File: src/rtl/control_sequencer_pkg.sv
// Shared types and constants for the control sequencer.
//   state_t   : FSM state encoding, also visible on outState/nextState
//   opcode_t  : instruction opcode carried in IR[15:12]
//   ALU_*     : ALU_s0 operation codes driven to the datapath
package control_sequencer_pkg;

  localparam int IMEM_DATA_W = 16;

  typedef enum logic [3:0] {
    ST_INIT   = 4'd0,
    ST_FETCH  = 4'd1,
    ST_WAIT   = 4'd2,
    ST_DECODE = 4'd3,
    ST_NOOP   = 4'd4,
    ST_LOAD_A = 4'd5,
    ST_LOAD_B = 4'd6,
    ST_STORE  = 4'd7,
    ST_ADD    = 4'd8,
    ST_SUB    = 4'd9,
    ST_JUMP   = 4'd10,
    ST_BRZ    = 4'd11,
    ST_HALT   = 4'd12,
    ST_FAULT  = 4'd13
  } state_t;

  // Opcodes 8..15 are not listed; they decode as NOOP.
  typedef enum logic [3:0] {
    OP_NOOP  = 4'd0,
    OP_LOAD  = 4'd1,
    OP_STORE = 4'd2,
    OP_ADD   = 4'd3,
    OP_SUB   = 4'd4,
    OP_HALT  = 4'd5,
    OP_JUMP  = 4'd6,
    OP_BRZ   = 4'd7
  } opcode_t;

  localparam logic [2:0] ALU_PASS = 3'd0;
  localparam logic [2:0] ALU_ADD  = 3'd1;
  localparam logic [2:0] ALU_SUB  = 3'd2;

endpackage

File: src/rtl/control_sequencer_if.sv
// Instruction-memory fetch interface.
// Handshake: the sequencer raises imem_req for exactly one cycle with
// imem_addr valid in that cycle. Memory answers some cycles later with a
// one-cycle imem_valid strobe carrying imem_data. There is no ready/backpressure;
// the sequencer accepts imem_valid only while it is waiting for a response.
//   master : sequencer side (drives req/addr, receives valid/data)
//   slave  : memory side
interface control_sequencer_if #(
  parameter int PC_W = 7
) ();
  import control_sequencer_pkg::*;

  logic                   imem_req;
  logic [PC_W-1:0]        imem_addr;
  logic                   imem_valid;
  logic [IMEM_DATA_W-1:0] imem_data;

  modport master (
    output imem_req,
    output imem_addr,
    input  imem_valid,
    input  imem_data
  );

  modport slave (
    input  imem_req,
    input  imem_addr,
    output imem_valid,
    output imem_data
  );
endinterface

File: src/rtl/control_sequencer_pc_reg.sv
// Program counter register.
//   clk, rst     : clock, asynchronous active-high reset (PC -> 0)
//   clr_i        : synchronous clear to 0 (highest priority)
//   load_i       : load load_val_i
//   inc_i        : increment, wrapping modulo 2^PC_W
//   pc_o         : current PC
module pc_reg #(
  parameter int PC_W = 7
) (
  input  logic            clk,
  input  logic            rst,
  input  logic            clr_i,
  input  logic            inc_i,
  input  logic            load_i,
  input  logic [PC_W-1:0] load_val_i,
  output logic [PC_W-1:0] pc_o
);

  logic [PC_W-1:0] pc_q;
  logic [PC_W-1:0] pc_d;

  always_comb begin
    pc_d = pc_q;
    if (clr_i) begin
      pc_d = '0;
    end else if (load_i) begin
      pc_d = load_val_i;
    end else if (inc_i) begin
      pc_d = pc_q + PC_W'(1);
    end
  end

  always_ff @(posedge clk or posedge rst) begin
    if (rst) begin
      pc_q <= '0;
    end else begin
      pc_q <= pc_d;
    end
  end

  assign pc_o = pc_q;

endmodule

File: src/rtl/control_sequencer.sv
// Multi-cycle control sequencer: fetches 16-bit instructions over the imem
// interface, decodes them and drives register-file / ALU / data-memory
// control lines. All control outputs are combinational from state and IR.
//   Clk, Reset      : clock, asynchronous active-high reset
//   run             : resume from HALT or FAULT
//   imem            : fetch interface (master side)
//   alu_zero        : ALU zero flag used by BRZ
//   D_Addr, D_Wr    : data memory address / write enable
//   RF_*            : register file mux select, addresses, write enable
//   ALU_s0          : ALU operation
//   PC_Out, IR_Out  : current PC and instruction register
//   outState, nextState : current / next FSM state (debug)
//   halted, fault   : HALT / FAULT indicators
module control_sequencer
  import control_sequencer_pkg::*;
#(
  parameter int PC_W         = 7,
  parameter int DADDR_W      = 8,
  parameter int IMEM_LAT_MAX = 15
) (
  input  logic               Clk,
  input  logic               Reset,
  input  logic               run,
  control_sequencer_if.master imem,
  input  logic               alu_zero,
  output logic [DADDR_W-1:0] D_Addr,
  output logic               D_Wr,
  output logic               RF_s,
  output logic [3:0]         RF_W_Addr,
  output logic [3:0]         RF_Ra_Addr,
  output logic [3:0]         RF_Rb_Addr,
  output logic               RF_W_en,
  output logic [2:0]         ALU_s0,
  output logic [PC_W-1:0]    PC_Out,
  output logic [15:0]        IR_Out,
  output logic [3:0]         outState,
  output logic [3:0]         nextState,
  output logic               halted,
  output logic               fault
);

  localparam int LAT_W = $clog2(IMEM_LAT_MAX + 1);

  state_t          state_q, state_d;
  logic [15:0]     ir_q;
  logic [LAT_W-1:0] lat_q;

  logic            pc_clr, pc_inc, pc_load;
  logic [PC_W-1:0] pc_load_val;
  logic [PC_W-1:0] pc;
  logic            ir_load;
  logic            lat_clr, lat_inc;
  logic [PC_W-1:0] brz_target;
  logic [DADDR_W-1:0] mem_addr;

  pc_reg #(.PC_W(PC_W)) u_pc_reg (
    .clk        (Clk),
    .rst        (Reset),
    .clr_i      (pc_clr),
    .inc_i      (pc_inc),
    .load_i     (pc_load),
    .load_val_i (pc_load_val),
    .pc_o       (pc)
  );

  // PC has already been incremented past the BRZ when it executes, so the
  // offset is relative to the following instruction. The 13-bit sign
  // extension covers every legal PC_W before truncating back.
  assign brz_target = pc + PC_W'({{5{ir_q[7]}}, ir_q[7:0]});

  // IR[11:4] zero-extended or truncated to the data address width.
  assign mem_addr = DADDR_W'(ir_q[11:4]);

  always_comb begin
    state_d        = state_q;
    imem.imem_req  = 1'b0;
    imem.imem_addr = '0;
    D_Addr         = '0;
    D_Wr           = 1'b0;
    RF_s           = 1'b0;
    RF_W_Addr      = '0;
    RF_Ra_Addr     = '0;
    RF_Rb_Addr     = '0;
    RF_W_en        = 1'b0;
    ALU_s0         = ALU_PASS;
    halted         = 1'b0;
    fault          = 1'b0;
    pc_clr         = 1'b0;
    pc_inc         = 1'b0;
    pc_load        = 1'b0;
    pc_load_val    = '0;
    ir_load        = 1'b0;
    lat_clr        = 1'b0;
    lat_inc        = 1'b0;

    case (state_q)
      ST_INIT: begin
        pc_clr  = 1'b1;
        state_d = ST_FETCH;
      end
      ST_FETCH: begin
        imem.imem_req  = 1'b1;
        imem.imem_addr = pc;
        lat_clr        = 1'b1;
        state_d        = ST_WAIT;
      end
      ST_WAIT: begin
        if (imem.imem_valid) begin
          ir_load = 1'b1;
          pc_inc  = 1'b1;
          state_d = ST_DECODE;
        end else if (lat_q == LAT_W'(IMEM_LAT_MAX - 1)) begin
          // This is the IMEM_LAT_MAX-th empty wait cycle.
          state_d = ST_FAULT;
        end else begin
          lat_inc = 1'b1;
        end
      end
      ST_DECODE: begin
        case (opcode_t'(ir_q[15:12]))
          OP_NOOP:  state_d = ST_NOOP;
          OP_LOAD:  state_d = ST_LOAD_A;
          OP_STORE: state_d = ST_STORE;
          OP_ADD:   state_d = ST_ADD;
          OP_SUB:   state_d = ST_SUB;
          OP_HALT:  state_d = ST_HALT;
          OP_JUMP:  state_d = ST_JUMP;
          OP_BRZ:   state_d = ST_BRZ;
          default:  state_d = ST_NOOP;
        endcase
      end
      ST_NOOP: begin
        state_d = ST_FETCH;
      end
      ST_LOAD_A: begin
        D_Addr    = mem_addr;
        RF_s      = 1'b1;
        RF_W_Addr = ir_q[3:0];
        state_d   = ST_LOAD_B;
      end
      ST_LOAD_B: begin
        // Second cycle gives the memory read a cycle to settle before the write.
        D_Addr    = mem_addr;
        RF_s      = 1'b1;
        RF_W_Addr = ir_q[3:0];
        RF_W_en   = 1'b1;
        state_d   = ST_FETCH;
      end
      ST_STORE: begin
        D_Addr     = mem_addr;
        RF_Ra_Addr = ir_q[3:0];
        D_Wr       = 1'b1;
        state_d    = ST_FETCH;
      end
      ST_ADD, ST_SUB: begin
        RF_Ra_Addr = ir_q[11:8];
        RF_Rb_Addr = ir_q[7:4];
        RF_W_Addr  = ir_q[3:0];
        RF_W_en    = 1'b1;
        ALU_s0     = (state_q == ST_ADD) ? ALU_ADD : ALU_SUB;
        state_d    = ST_FETCH;
      end
      ST_JUMP: begin
        pc_load     = 1'b1;
        pc_load_val = ir_q[PC_W-1:0];
        state_d     = ST_FETCH;
      end
      ST_BRZ: begin
        if (alu_zero) begin
          pc_load     = 1'b1;
          pc_load_val = brz_target;
        end
        state_d = ST_FETCH;
      end
      ST_HALT: begin
        halted = 1'b1;
        if (run) state_d = ST_FETCH;
      end
      ST_FAULT: begin
        // PC was never advanced for the failed fetch, so resuming retries it.
        fault = 1'b1;
        if (run) state_d = ST_FETCH;
      end
      default: begin
        state_d = ST_INIT;
      end
    endcase
  end

  always_ff @(posedge Clk or posedge Reset) begin
    if (Reset) begin
      state_q <= ST_INIT;
      ir_q    <= '0;
      lat_q   <= '0;
    end else begin
      state_q <= state_d;
      if (ir_load) ir_q <= imem.imem_data;
      if (lat_clr) begin
        lat_q <= '0;
      end else if (lat_inc) begin
        lat_q <= lat_q + LAT_W'(1);
      end
    end
  end

  assign PC_Out    = pc;
  assign IR_Out    = ir_q;
  assign outState  = state_q;
  assign nextState = state_d;

endmodule
File: src/flat_wrapper.sv
// flat-port wrapper written by rule: the top's interface ports become plain ports
module control_sequencer_flat import control_sequencer_pkg::*;
#(
  parameter int PC_W         = 7,
  parameter int DADDR_W      = 8,
  parameter int IMEM_LAT_MAX = 15
)
  (Clk, Reset, run, alu_zero, D_Addr, D_Wr, RF_s, RF_W_Addr, RF_Ra_Addr, RF_Rb_Addr, RF_W_en, ALU_s0, PC_Out, IR_Out, outState, nextState, halted, fault, imem_imem_req, imem_imem_addr, imem_imem_valid, imem_imem_data);
  control_sequencer_if #(.PC_W(PC_W)) imem_i ();
  input  logic Clk;
  input  logic Reset;
  input  logic run;
  input  logic alu_zero;
  output logic [DADDR_W-1:0] D_Addr;
  output logic D_Wr;
  output logic RF_s;
  output logic [3:0] RF_W_Addr;
  output logic [3:0] RF_Ra_Addr;
  output logic [3:0] RF_Rb_Addr;
  output logic RF_W_en;
  output logic [2:0] ALU_s0;
  output logic [PC_W-1:0] PC_Out;
  output logic [15:0] IR_Out;
  output logic [3:0] outState;
  output logic [3:0] nextState;
  output logic halted;
  output logic fault;
  output wire logic [$bits(imem_i.imem_req)-1:0] imem_imem_req;
  output wire logic [$bits(imem_i.imem_addr)-1:0] imem_imem_addr;
  input wire logic [$bits(imem_i.imem_valid)-1:0] imem_imem_valid;
  input wire logic [$bits(imem_i.imem_data)-1:0] imem_imem_data;
  assign imem_imem_req = imem_i.imem_req;
  assign imem_imem_addr = imem_i.imem_addr;
  assign imem_i.imem_valid = imem_imem_valid;
  assign imem_i.imem_data = imem_imem_data;
  control_sequencer #(.PC_W(PC_W), .DADDR_W(DADDR_W), .IMEM_LAT_MAX(IMEM_LAT_MAX)) u_core (.Clk(Clk), .Reset(Reset), .run(run), .imem(imem_i), .alu_zero(alu_zero), .D_Addr(D_Addr), .D_Wr(D_Wr), .RF_s(RF_s), .RF_W_Addr(RF_W_Addr), .RF_Ra_Addr(RF_Ra_Addr), .RF_Rb_Addr(RF_Rb_Addr), .RF_W_en(RF_W_en), .ALU_s0(ALU_s0), .PC_Out(PC_Out), .IR_Out(IR_Out), .outState(outState), .nextState(nextState), .halted(halted), .fault(fault));
endmodule
File: config.mk
export PLATFORM = sky130hd
export DESIGN_NAME = control_sequencer_flat
export DESIGN_NICKNAME = d
export VERILOG_FILES = /design/src/rtl/control_sequencer_pkg.sv /design/src/rtl/control_sequencer_if.sv /design/src/rtl/control_sequencer_pc_reg.sv /design/src/rtl/control_sequencer.sv /design/src/flat_wrapper.sv
export SDC_FILE = /design/constraint.sdc
export NUM_CORES = 1
export LEC_CHECK = 0
export BUFFER_PORTS_ARGS = -buffer_cell sky130_fd_sc_hd__buf_4
export CAP_MARGIN = 20
export CORE_ASPECT_RATIO = 0.8
export CORE_UTILIZATION = 37
export CTS_CLUSTER_SIZE = 16
export DETAILED_ROUTE_END_ITERATION = 16
export PLACE_DENSITY = 0.65
export SLEW_MARGIN = 40
export SYNTH_ARGS = -nofsm -noshare
export SYNTH_HDL_FRONTEND = slang
export SYNTH_SLANG_ARGS = --single-unit
File: constraint.sdc
create_clock -name Clk -period 1.77 [get_ports Clk]
set_input_delay 0 -clock Clk [delete_from_list [all_inputs] [get_ports Clk]]
set_output_delay 0 -clock Clk [all_outputs]
set_load 0.005 [all_outputs]
Word level (Yosys, flattened, before mapping)

Memory sizes are Yosys's and may differ from the RTL's.
Cells that the tools add are included.

Memories: 1
Register bits after elaboration: 31
ROM bits: 32
Output and inout bits: 67
Input port bits: 21
Logic and storage cells: 65

Memories:

| name             | depth | width | rd ports | clocked after memory_dff | wr ports | line                     | text |
|---|---|---|---|---|---|---|---|
| (name not given) | 8     | 4     | 1        | 0                        | 0        | control_sequencer.sv:120 | `case (opcode_t'(ir_q[15:12]))` |

Equal/unequal tests: 14
Multiplexer cells: 33
Add/sub/neg operators: 3
Reductions and logical operators: 10

Operator list:

| cell                                                 | count |
|---|---|
| 2-to-1 mux 7 bit                                     | 5 |
| 2-to-1 mux 4 bit                                     | 8 |
| equality test 4 bit (second input constant)          | 7 |
| case mux 4 bit (6 select lines)                      | 1 |
| equality test 4 x 3 -> 1 bit (second input constant) | 4 |
| case mux 7 bit (2 select lines)                      | 1 |
| 2-to-1 mux 1 bit                                     | 13 |
| equality test 4 x 2 -> 1 bit (second input constant) | 2 |
| 2-to-1 mux 8 bit                                     | 1 |
| case mux 4 bit (2 select lines)                      | 1 |
| OR reduction 8 bit                                   | 1 |
| adder 7 x 1 -> 7 bit (second input constant)         | 1 |
| adder 7 bit                                          | 1 |
| OR reduction 2 bit                                   | 3 |
| OR reduction 3 bit                                   | 2 |
| adder 4 x 1 -> 4 bit (second input constant)         | 1 |
| equality test 4 x 1 -> 1 bit (second input constant) | 1 |
| logical NOT 4 bit                                    | 1 |
| OR reduction 4 bit                                   | 1 |
| 2-to-1 mux 3 bit                                     | 1 |
| nonzero test 3 bit                                   | 1 |
| 2-to-1 mux 2 bit                                     | 1 |
| case mux 1 bit (2 select lines)                      | 1 |
| nonzero test 2 bit                                   | 1 |

Logic depth before layout (Yosys ltp)

Gate-level depths: netlist (run 1).

Depth in word-level cells: 6
Mapped depth: 8
Mapped depth without buffers: 8

Hierarchy

From an unflattened synthesis (run 1), not the netlist that was laid out.

Cells, all modules: 250
Area total of the unflattened synthesis: 2235.9 µm²

By module, submodules not included:

| module            | times used | area an instance (µm²) | cells each | sequential area each (µm²) |
|---|---|---|---|---|
| control_sequencer | 1          | 1839.3                 | 208        | 600.6 |
| pc_reg            | 1          | 396.6                  | 42         | 175.2 |

Worst setup path after synthesis (run 1)

Ideal clock, no wire load.

Path type: flip-flop to flip-flop
Start: reg u_core.u_pc_reg.pc_q[0], in the netlist u_core.u_pc_reg.pc_o[0]
End: reg u_core.u_pc_reg.pc_q[6], in the netlist u_core.u_pc_reg.pc_o[6]
Stages on the path, launching flop included: 9
Buffers on the path: 0
Arrival: 1.745 ns
Setup slack: -0.115 ns
Clock period less this slack: 1.885 ns
Library setup time: 0.140 ns
Required time: 1.630 ns
Path through: dfrtp_1 ha_1 inv_1 fa_1 nor2b_1 o2111ai_1 and4_1 o21ai_0 a32oi_1

Word-level cells in the longest chain between the ends: 5
Elaborated cells on any way between the ends: 7
Classes of those cells: add/sub (2); mux (5)

RTL lines:

| element                         | line                           | text |
|---|---|---|
| from (decl)                     | control_sequencer_pc_reg.sv:19 | `logic [PC_W-1:0] pc_q;` |
| from (signal assigned)          | control_sequencer_pc_reg.sv:37 | `pc_q <= pc_d;` |
| adder 7 bit                     | control_sequencer.sv:69        | `assign brz_target = pc + PC_W'({{5{ir_q[7]}}, ir_q[7:0]});` |
| 2-to-1 mux 7 bit                | control_sequencer.sv:169       | `if (alu_zero) begin` |
| case mux 7 bit (2 select lines) | control_sequencer.sv:96        | `case (state_q)` |
| 2-to-1 mux 7 bit *              | control_sequencer_pc_reg.sv:26 | `end else if (load_i) begin` |
| 2-to-1 mux 7 bit *              | control_sequencer_pc_reg.sv:24 | `if (clr_i) begin` |

Every way passes the cells marked *; elsewhere a longest branch is shown, timed or not. The select of a mux whose other input is x is not followed.
A chain may end at the register's enable or synchronous reset.

Worst setup path after layout (run 1)

Start: reg u_core.ir_q[0], in the netlist u_core.IR_Out[0]
End: reg u_core.u_pc_reg.pc_q[2], in the netlist u_core.u_pc_reg.pc_o[2]

Word-level cells in the longest chain between the ends: 5

RTL lines:

| element                         | line                           | text |
|---|---|---|
| from (decl)                     | control_sequencer.sv:45        | `logic [15:0] ir_q;` |
| from (signal assigned)          | control_sequencer.sv:197       | `if (ir_load) ir_q <= imem.imem_data;` |
| adder 7 bit                     | control_sequencer.sv:69        |  |
| 2-to-1 mux 7 bit                | control_sequencer.sv:169       |  |
| case mux 7 bit (2 select lines) | control_sequencer.sv:96        |  |
| 2-to-1 mux 7 bit                | control_sequencer_pc_reg.sv:26 |  |
| 2-to-1 mux 7 bit                | control_sequencer_pc_reg.sv:24 |  |

Every way passes these cells.

==> flow_metrics.tcl, run 1 <==
set metrics [dict create \
    worst_slack_ps -48.60 \
    gp_congestion 0.8600 \
    rsz0062_at_grt "yes" \
    nFillCells 484 \
    die_area_um2 6269 \
    overflow 0 \
    power_density_nw_per_um2 1455 \
    num_rows 24 \
    finalMaxSlewViolations 0 \
    n_antenna_cell 0 \
    p_leak_nw 1.792 \
    clk_latency_ps 280 \
    chipHeight_um 71.02 \
    antenna_found_initial 0 \
    ios 88 \
    dr.pass1.iters 4 \
    post-route-min-period_ps 1819 \
    crit_fanout 2 \
    drc_errors 0 \
    die_w_um 88.28 \
    clkSinkCount 31 \
    drt_wl_total_mm 7.238 \
    yosysSeqAreaShare_pct 35.21 \
    synth_edf_count 0 \
    ant_nets 0 \
    gr-usage-all-layers_pct 22.98 \
    startpoint "u_core.IR_Out[0]$_DFFE_PP0P_" \
    start_kind "flip-flop" \
    clk_path_buf_depth 2 \
    area_growth_pct 62.46 \
    grt_max_degree 32 \
    hold_ws_ps 90.48 \
    synthesis.area_um2 2203 \
    cts.reportedPaths.clkPinSlew_ps 70 \
    drive_gt1_share_pct 40.92 \
    mostFrequentLayoutCells "buf_4 (128), nand2_1 (58), dfrtp_1 (27), nor2_1 (19), and2_1 (19)" \
    post_drt_wl_per_cell_um 14.74 \
    async_flop_share_pct 100.0 \
    cts_root_buf "clkbuf_8" \
    worstReg2RegStart "u_core.IR_Out[0]$_DFFE_PP0P_" \
    yosys_most_used_dff "dfrtp_1" \
    floorplan.initialDensity_pct 39.45 \
    ys_warn_count 0 \
    arrival_ps 1980 \
    grt_pass1_vias 2312 \
    crit_slowest_cell "dfrtp_1" \
    hold_violations 0 \
    grt_pass1_wl_mm 11.15 \
    coreArea_um2 5585 \
    cp_slowest_stage_delay_ps 400 \
    tritoncts "built" \
    stdcell_count 491 \
    hpwl_mm 5.043 \
    synth_nets 298 \
    first_iter_violations 194 \
    period_share_pct 102.7 \
    maxCapViolations 0 \
    min-delay-start "imem_imem_valid" \
    cp-end-kind "flip-flop" \
    dp.cells 446 \
    synth_cell_types 54 \
    ys_ff_latch 31 \
    routed_via_density 5.079 \
    setup_viol 3 \
    outcome "finished, violations left" \
    final_common_cell "buf_4" \
    crit_top_cell "buf_4" \
    hp-class "in -> reg" \
    violations "setup timing" \
    fmax_mhz 549.9 \
    ir_drop_mv 0.8465 \
    path_cells "ha_4 > inv_2 > fa_2 > buf_4 > buf_4 > xnor2_1 > a22o_1 > nand2_1 > o211ai_1" \
    required_ps 1930 \
    synth_area_per_cell_um2 8.315 \
    layout.nets 445 \
    num_vias 2494 \
    synth_cells 265 \
    criticalPathCategory "reg -> reg" \
    numPortBuffers 86 \
    numCtsBuffers 5 \
    h-tree-depth 2 \
    finalClockSkew_ps 3.645 \
]
[cell families after synthesis]
group | share of synthesized area, %
AND/OR/NAND/NOR | 31.35
adder cells (fa/ha/maj) | 7.155
other | 0.1702
multiplexers | 1.363
XOR/XNOR | 3.975
buffers and inverters | 5.394
flip-flops | 35.21
AO/OA/AOI/OAI | 15.39
[synthesized netlist by cell type (5+ instances only)]
library cell / instances / area share (%)
ha_1: 11 / 6.2
nor2_1: 20 / 3.4
inv_1: 11 / 1.9
dfrtp_1: 31 / 35
a22o_1: 5 / 2.0
and2_1: 19 / 5.4
buf_4: 5 / 1.7
xor2_1: 7 / 2.8
o22ai_1: 5 / 1.4
o21ai_0: 13 / 3.0
nand2_1: 58 / 9.9
[path summary, 6_finish.rpt]
path                       depth (start not counted)                                   to  slack, ps
setup / recovery                                   9  u_core.u_pc_reg.pc_o[2]$_DFFE_PP0P_        -50
hold / removal                                     4          u_core.lat_q[1]$_DFFE_PP0P_         90
max in group asynchronous                          4         u_core.outState[3]$_DFF_PP0_       1070
min in group asynchronous                          4         u_core.IR_Out[9]$_DFFE_PP0P_        390
setup reg to reg                                   9  u_core.u_pc_reg.pc_o[2]$_DFFE_PP0P_        -50
hold reg to reg                                    2         u_core.IR_Out[8]$_DFFE_PP0P_        540
[final cells by class]
| type | instances | area (um2) | share of cell area [%] |
|---|---|---|---|
| multi-input combinational | 212 | 1380 | 38.55 |
| timing repair buffer | 150 | 1187 | 33.17 |
| sequential | 31 | 780.7 | 21.81 |
| tap | 78 | 97.59 | 2.726 |
| clock buffer | 5 | 68.82 | 1.922 |
| inverter | 12 | 45.04 | 1.258 |
| clock inverter | 3 | 20.02 | 0.5592 |
[per-layer routing]
metal  wire length [um]  up-vias  share of wire [%]  global-route usage, %
met3                483        6                6.7                  5.718
met4                 59        0               0.82                  6.093
met2               3277       99                 45                  34.19
met5                  0        -                  0                      0
li1                   -     1201                  -                      -
met1               3417     1188                 47                  33.19
[state kept, by name, summed over array words and instances (netlist names)]
register and cells:
u_core.outState 4, u_core.IR_Out 16, u_core.lat_q 4, u_core.u_pc_reg.pc_o 7
[worst max-delay path, delay by kind of cell, from the launching register on]
kind | cells | cell delay (ps)
compound gates | 2 | 280
xor+xnor | 1 | 120
fa+ha+maj | 2 | 520
buf+inv | 3 | 310
flops | 1 | 400
simple gates | 1 | 80
[power by group]
part	switching, W	leakage, nW	internal [W]
clock network	0.000291	0.0402	0.000273
logic	0.00155	1.36	0.00175
registers	0.000350	0.396	0.000988
total	0.00219	1.79	0.00302
[per-stage QoR]
step	power [W]	setup TNS [ps]	area [um2]	utilization, %	setup WS, ps
floorplan	0.002720	0	2210	-	4.071
CTS	0.004946	-0.7310	3455	61.85	-0.7310
global route	0.005570	-483.4	3580	64.09	-127.6
detailed placement	0.004052	-57.52	3082	55.17	-30.83
finish	0.005207	-98.28	3580	64.09	-48.60
global placement	0.004005	0	3082	55.17	19.87
[timing repair]
| action | 4_1_cts | 5_1_grt |
|---|---|---|
| setup endpoints to repair | 21 | 27 |
| buffers inserted | 12 | 9 |
| pin swaps | 4 | 13 |
| hold endpoints to repair | 47 | 0 |
| gates resized for setup | 9 | 16 |
| hold buffers | 17 | 0 |
(Power assumes the default switching activity.)
==> inputs of run 2 (changes only) <==
--- a/config.mk
+++ b/config.mk
@@ -9,9 +9,12 @@
 export CAP_MARGIN = 20
 export CORE_ASPECT_RATIO = 0.8
 export CORE_UTILIZATION = 37
+export CTS_CLUSTER_DIAMETER = 120
 export CTS_CLUSTER_SIZE = 16
 export DETAILED_ROUTE_END_ITERATION = 16
 export PLACE_DENSITY = 0.65
+export RECOVER_POWER = 25
+export SETUP_SLACK_MARGIN = 0.2
 export SLEW_MARGIN = 40
 export SYNTH_ARGS = -nofsm -noshare
 export SYNTH_HDL_FRONTEND = slang
==> run 2 against run 1 <==
The flow still finishes with violations (setup timing). Global-route usage grew 3.0 points. Utilization grew 14 points. Via count grew 17%. Clock skew grew 9.6 ps. Flip-flop and latch count is the same. Critical endpoint is now u_core.u_pc_reg.pc_o[5]$_DFFE_PP0P_. Largest cell class is now buffers.
==> flow_metrics.tcl, run 2 (same netlist as run 1, synthesis figures left out) <==
set metrics [dict create \
    hp-class "in -> reg" \
    worst_slack_ps -170.5 \
    period_share_pct 109.6 \
    grt_max_degree 32 \
    worst_pin_slew_ps 829.8 \
    numCtsBuffers 5 \
    r2r_end "u_core.u_pc_reg.pc_o[5]$_DFFE_PP0P_" \
    chipHeight_um 71.02 \
    antenna_found_initial 0 \
    power_density_nw_per_um2 1599 \
    grt_pass1_vias 2471 \
    fin_area_um2 4370 \
    dp.cells 446 \
    drt_wl_total_mm 10.34 \
    outcome "finished, violations left" \
    clk_path_buf_depth 2 \
    first_iter_violations 264 \
    hpwl_mm 5.054 \
    dr.pass1.iters 6 \
    worstReg2RegStart "u_core.IR_Out[0]$_DFFE_PP0P_" \
    post_drt_wl_per_cell_um 19.67 \
    cp-end-kind "flip-flop" \
    switchingPower_w 0.002946 \
    criticalPathCategory "reg -> reg" \
    layout.nets 480 \
    num_rows 24 \
    relSlewSlack_pct 44.68 \
    final_common_cell "buf_4" \
    hold_end "u_core.lat_q[1]$_DFFE_PP0P_" \
    coreArea_um2 5585 \
    die_area_um2 6269 \
    fin_total_pwr_w 0.006988 \
    min-delay-start "imem_imem_valid" \
    cts_root_buf "clkbuf_8" \
    combPwrFrac_pct 69.8 \
    routed_via_density 5.525 \
    area_growth_pct 98.35 \
    drive_gt1_share_pct 58.93 \
    gr-usage-all-layers_pct 25.94 \
    fmax_mhz 515.3 \
    floorplan.initialDensity_pct 39.45 \
    r2r_slack_ps -170 \
    tritoncts "built" \
    grt_pass1_wl_mm 12.41 \
    die_w_um 88.28 \
    setup_viol 18 \
    clkSinkCount 31 \
    hold_violations 0 \
    maxCapViolations 0 \
    stdcell_count 526 \
    drc_errors 0 \
    n_antenna_cell 0 \
    overflow 0 \
    numPortBuffers 86 \
    p_leak_nw 2.155 \
    num_vias 2906 \
    cts.reportedPaths.clkPinSlew_ps 80 \
    largest_reg_flops 16 \
    power_frac_seq_pct 19.4 \
    violations "setup timing" \
    swShare_pct 42.16 \
    finalMaxSlewViolations 0 \
    crit_fanout 2 \
    hold_path_depth 4 \
    ir_drop_mv 0.8957 \
    gp_congestion 0.8591 \
    mostFrequentLayoutCells "buf_4 (119), nand2_1 (41), buf_6 (39), dfrtp_1 (26)" \
    arrival_ps 2100 \
    clkPwrFrac_pct 10.8 \
    h-tree-depth 2 \
    clk_latency_ps 310 \
    fin_tns_setup_ps -864.4 \
    r2r_cells 8 \
    post-route-min-period_ps 1940 \
    ios 88 \
    place_area_um2 3093 \
    p_int_w 0.004042 \
    ant_nets 0 \
    required_ps 1930 \
    start_kind "flip-flop" \
    nFillCells 348 \
    rsz0062_at_grt "yes" \
    post-place-ws_ps -44.06 \
    finalClockSkew_ps 13.21 \
]
## run 2: cell count changes in the layout (fill, tap and decap cells not counted), moves of 6 or more
cell	delta
buf_6	+34
nand2_1	-17
and2_4	+16
and2_1	-15
nand2_2	+14
buf_4	-9
nor2_1	-6
## run 2: metal layers
| metal | routed length [um] | GRT usage [%] |
|---|---|---|
| met5 | 0 | 0 |
| met4 | 386 | 6.093 |
| met3 | 777 | 4.784 |
| met2 | 5007 | 40.85 |
| met1 | 4173 | 36.89 |
## run 2: final cells by class
class / instances / area (um2) / share of cell area (%)
Clock inverter: 3 / 43.79 / 1.002
Tap cell: 78 / 97.59 / 2.233
Clock buffer: 5 / 68.82 / 1.575
Sequential cell: 31 / 782.0 / 17.89
Multi-Input combinational cell: 212 / 1659 / 37.96
Inverter: 12 / 48.80 / 1.117
Timing Repair Buffer: 185 / 1670 / 38.22
## run 2: worst max path at each step
stage / start / end
after floorplan: u_core.u_pc_reg.pc_o[0]$_DFFE_PP0P_ / u_core.u_pc_reg.pc_o[6]$_DFFE_PP0P_
after global placement: u_core.IR_Out[0]$_DFFE_PP0P_ / u_core.u_pc_reg.pc_o[6]$_DFFE_PP0P_
after detailed placement: u_core.IR_Out[1]$_DFFE_PP0P_ / u_core.u_pc_reg.pc_o[6]$_DFFE_PP0P_
after CTS: u_core.outState[2]$_DFF_PP0_ / nextState[0]
after global routing: u_core.IR_Out[1]$_DFFE_PP0P_ / u_core.u_pc_reg.pc_o[5]$_DFFE_PP0P_
final: u_core.IR_Out[0]$_DFFE_PP0P_ / u_core.u_pc_reg.pc_o[5]$_DFFE_PP0P_
## run 2: what timing repair did
item                       CTS  global route
setup endpoints to repair   57            62
hold endpoints to repair    47             0
resized for setup           34           118
pin swaps                   13            39
hold buffers                17             0
gates cloned                 3             2
buffers inserted            20            30
## run 2: worst max-delay path, stage by stage, from the launching register on
cell and delay (ps):
dfrtp_2 440, ha_4 180, buf_4 130, buf_4 120
a211oi_2 280, o21bai_1 100, a21oi_1 240, xor2_1 190
a22oi_1 110
## run 2: through the flow
| stage | utilization (%) | hold WS, ps |
|---|---|---|
| finish | 78.25 | 86.53 |
| detailed placement | 55.38 | 125.7 |
| CTS | 65.75 | 88.52 |
| global route | 78.25 | 109.0 |
| floorplan | - | 103.4 |
| global placement | 55.38 | 121.2 |
## run 2: power groups by stage
| stage | Sequential [W] | Clock [W] | Combinational (W) |
|---|---|---|---|
| 3_3_place_gp | 0.00132 | 0 | 0.00273 |
| 5_1_grt | 0.00137 | 0.000796 | 0.00513 |
| 6_report | 0.00135 | 0.000755 | 0.00488 |
| 3_5_place_dp | 0.00133 | 0 | 0.00274 |
| 2_1_floorplan | 0.00133 | 0 | 0.00141 |
| 4_1_cts | 0.00129 | 0.000735 | 0.00343 |
==> inputs of run 3 (changes only) <==
--- a/config.mk
+++ b/config.mk
@@ -5,14 +5,14 @@
 export SDC_FILE = /design/constraint.sdc
 export NUM_CORES = 1
 export LEC_CHECK = 0
-export BUFFER_PORTS_ARGS = -buffer_cell sky130_fd_sc_hd__buf_4
 export CAP_MARGIN = 20
 export CORE_ASPECT_RATIO = 0.8
 export CORE_UTILIZATION = 37
 export CTS_CLUSTER_DIAMETER = 120
 export CTS_CLUSTER_SIZE = 16
 export DETAILED_ROUTE_END_ITERATION = 16
-export PLACE_DENSITY = 0.65
+export DONT_BUFFER_PORTS = 1
+export PLACE_DENSITY = 0.52
 export RECOVER_POWER = 25
 export SETUP_SLACK_MARGIN = 0.2
 export SLEW_MARGIN = 40
==> run 3 against run 2 <==
The run still ends with setup timing left. Combinational power down 34%. Total power down 23%. Setup slack better by 170 ps. Final cell count down 20%. Clock skew down 3.7 ps. Global-route usage down 3.4 points. Cell area down 22%. Critical endpoint is now nextState[0]. Highest routed layer unchanged.
==> flow_metrics.tcl, run 3 (same netlist as run 1, synthesis figures left out) <==
set metrics [dict create \
    outcome "finished, violations left" \
    violations "setup timing" \
    arrival_ps 1770 \
    cp_slowest_stage_delay_ps 540 \
    numCtsBuffers 5 \
    ant_nets 0 \
    ir_drop_mv 0.7873 \
    layout.nets 373 \
    first_iter_violations 104 \
    die_area_um2 6269 \
    wl_met1_mm 3.326 \
    hp-class "in -> reg" \
    clk_path_buf_depth 2 \
    r2r_cells 8 \
    required_ps 1770 \
    crit_fanout 4 \
    post-route-min-period_ps 1771 \
    grt_max_degree 32 \
    gr-usage-all-layers_pct 22.51 \
    num_vias 2190 \
    place_area_um2 2500 \
    rsz0062_at_grt "yes" \
    min-delay-start "imem_imem_valid" \
    floorplan.initialDensity_pct 39.45 \
    area_growth_pct 54.40 \
    setup_viol 1 \
    hold_violations 0 \
    gp_congestion 0.8194 \
    drt_wl_total_mm 7.098 \
    cts.reportedPaths.clkPinSlew_ps 80 \
    maxCapViolations 0 \
    mostFrequentLayoutCells "nand2_1 (39), buf_4 (39), dfrtp_1 (25), dlygate4sd3_1 (18), nand2_2 (17)" \
    chipHeight_um 71.02 \
    worst_pin_slew_ps 829.8 \
    fmax_mhz 564.5 \
    cp-end-kind "output pin" \
    start_kind "flip-flop" \
    dr_wl_met3_um 522 \
    numPortBuffers 0 \
    worstReg2RegStart "u_core.IR_Out[0]$_DFFE_PP0P_" \
    h-tree-depth 2 \
    r2r_end "u_core.u_pc_reg.pc_o[4]$_DFFE_PP0P_" \
    p_leak_nw 1.546 \
    hpwl_mm 4.622 \
    ios 88 \
    clkSinkCount 31 \
    largest_reg_flops 16 \
    grt_pass1_wl_mm 10.54 \
    period_share_pct 100.1 \
    die_w_um 88.28 \
    coreArea_um2 5585 \
    post_drt_wl_per_cell_um 16.94 \
    finalClockSkew_ps 9.547 \
    grt_pass1_vias 1953 \
    routed_via_density 5.227 \
    routed.top_layer "met4" \
    fin_tns_setup_ps -1.331 \
    drive_gt1_share_pct 40.76 \
    worst_slack_ps -1.331 \
    drc_errors 0 \
    crit_slowest_cell "or4_4" \
    fin_area_um2 3402 \
    post-place-ws_ps 8.068 \
    overflow 0 \
    tritoncts "built" \
    relSlewSlack_pct 44.68 \
    num_rows 24 \
    path_cells "buf_6 > or4_4 > o211ai_1 > buf_4" \
    r2r_slack_ps 10 \
    dr.pass1.iters 4 \
    fin_util_pct 60.91 \
    finalMaxSlewViolations 0 \
    n_antenna_cell 0 \
    hold_path_depth 4 \
    power_density_nw_per_um2 1587 \
    clk_latency_ps 280 \
    cts_root_buf "clkbuf_8" \
    criticalPathCategory "reg -> out" \
    met2_length_mm 3.224 \
    antenna_found_initial 0 \
    hold_end "u_core.u_pc_reg.pc_o[2]$_DFFE_PP0P_" \
]
## run 3: timing repair
| action | CTS | global route |
|---|---|---|
| buffers inserted | 10 | 11 |
| gates resized for setup | 40 | 66 |
| endpoints found under the setup margin | 54 | 56 |
| hold buffers | 18 | 0 |
| cloned | 3 | 2 |
| endpoints found under the hold margin | 48 | 0 |
| pin swaps | 12 | 30 |
## run 3: layout make-up
cell class / count / area, um2
clock buffers: 6 / 72.57
clock inverters: 2 / 60.06
fillers: 500 / 2183
inverters: 12 / 45.04
multi-input cells: 212 / 1603
flip-flops and latches: 31 / 783.3
well taps: 78 / 97.59
repair buffers: 78 / 740.7
## run 3: worst max-delay path by stage
stage,cells after the start,end,startpoint
6_report,4,nextState[0],u_core.outState[2]$_DFF_PP0_
5_1_grt,8,u_core.u_pc_reg.pc_o[4]$_DFFE_PP0P_,u_core.u_pc_reg.pc_o[0]$_DFFE_PP0P_
4_1_cts,4,nextState[0],u_core.outState[2]$_DFF_PP0_
3_5_place_dp,7,u_core.u_pc_reg.pc_o[6]$_DFFE_PP0P_,u_core.IR_Out[1]$_DFFE_PP0P_
3_3_place_gp,8,u_core.u_pc_reg.pc_o[6]$_DFFE_PP0P_,u_core.IR_Out[0]$_DFFE_PP0P_
2_1_floorplan,8,u_core.u_pc_reg.pc_o[6]$_DFFE_PP0P_,u_core.u_pc_reg.pc_o[0]$_DFFE_PP0P_
## run 3: report_power, final
group / internal, W / leakage [nW] / switching, W
sequential: 0.000992 / 0.394 / 0.000348
combinational: 0.00158 / 1.09 / 0.00162
clock: 0.000563 / 0.0654 / 0.000295
total: 0.00314 / 1.55 / 0.00226
## run 3: per-layer routing
metal | up-vias | global-route usage (%)
met5 | - | 0
met4 | 0 | 3.226
met3 | 2 | 5.951
met2 | 80 | 32.48
met1 | 1046 | 34.24
li1 | 1062 | -
## run 3: critical path: cells and delay by family, from the launching register on
| family | cells | cell delay, ps |
|---|---|---|
| AOI/OAI and AO/OA | 1 | 210 |
| buffers and inverters | 2 | 290 |
| DFF | 1 | 450 |
| and+or+nand+nor | 1 | 540 |
## run 3: metrics by stage
| step | power (W) | std cells | hold slack [ps] |
|---|---|---|---|
| floorplan | 0.002734 | 265 | 103.4 |
| global placement | 0.003569 | 367 | 13.77 |
| detailed placement | 0.003567 | 367 | 14.93 |
| CTS | 0.004865 | 406 | 61.76 |
| global route | 0.005779 | 419 | 62.25 |
| finish | 0.005400 | 419 | 61.06 |
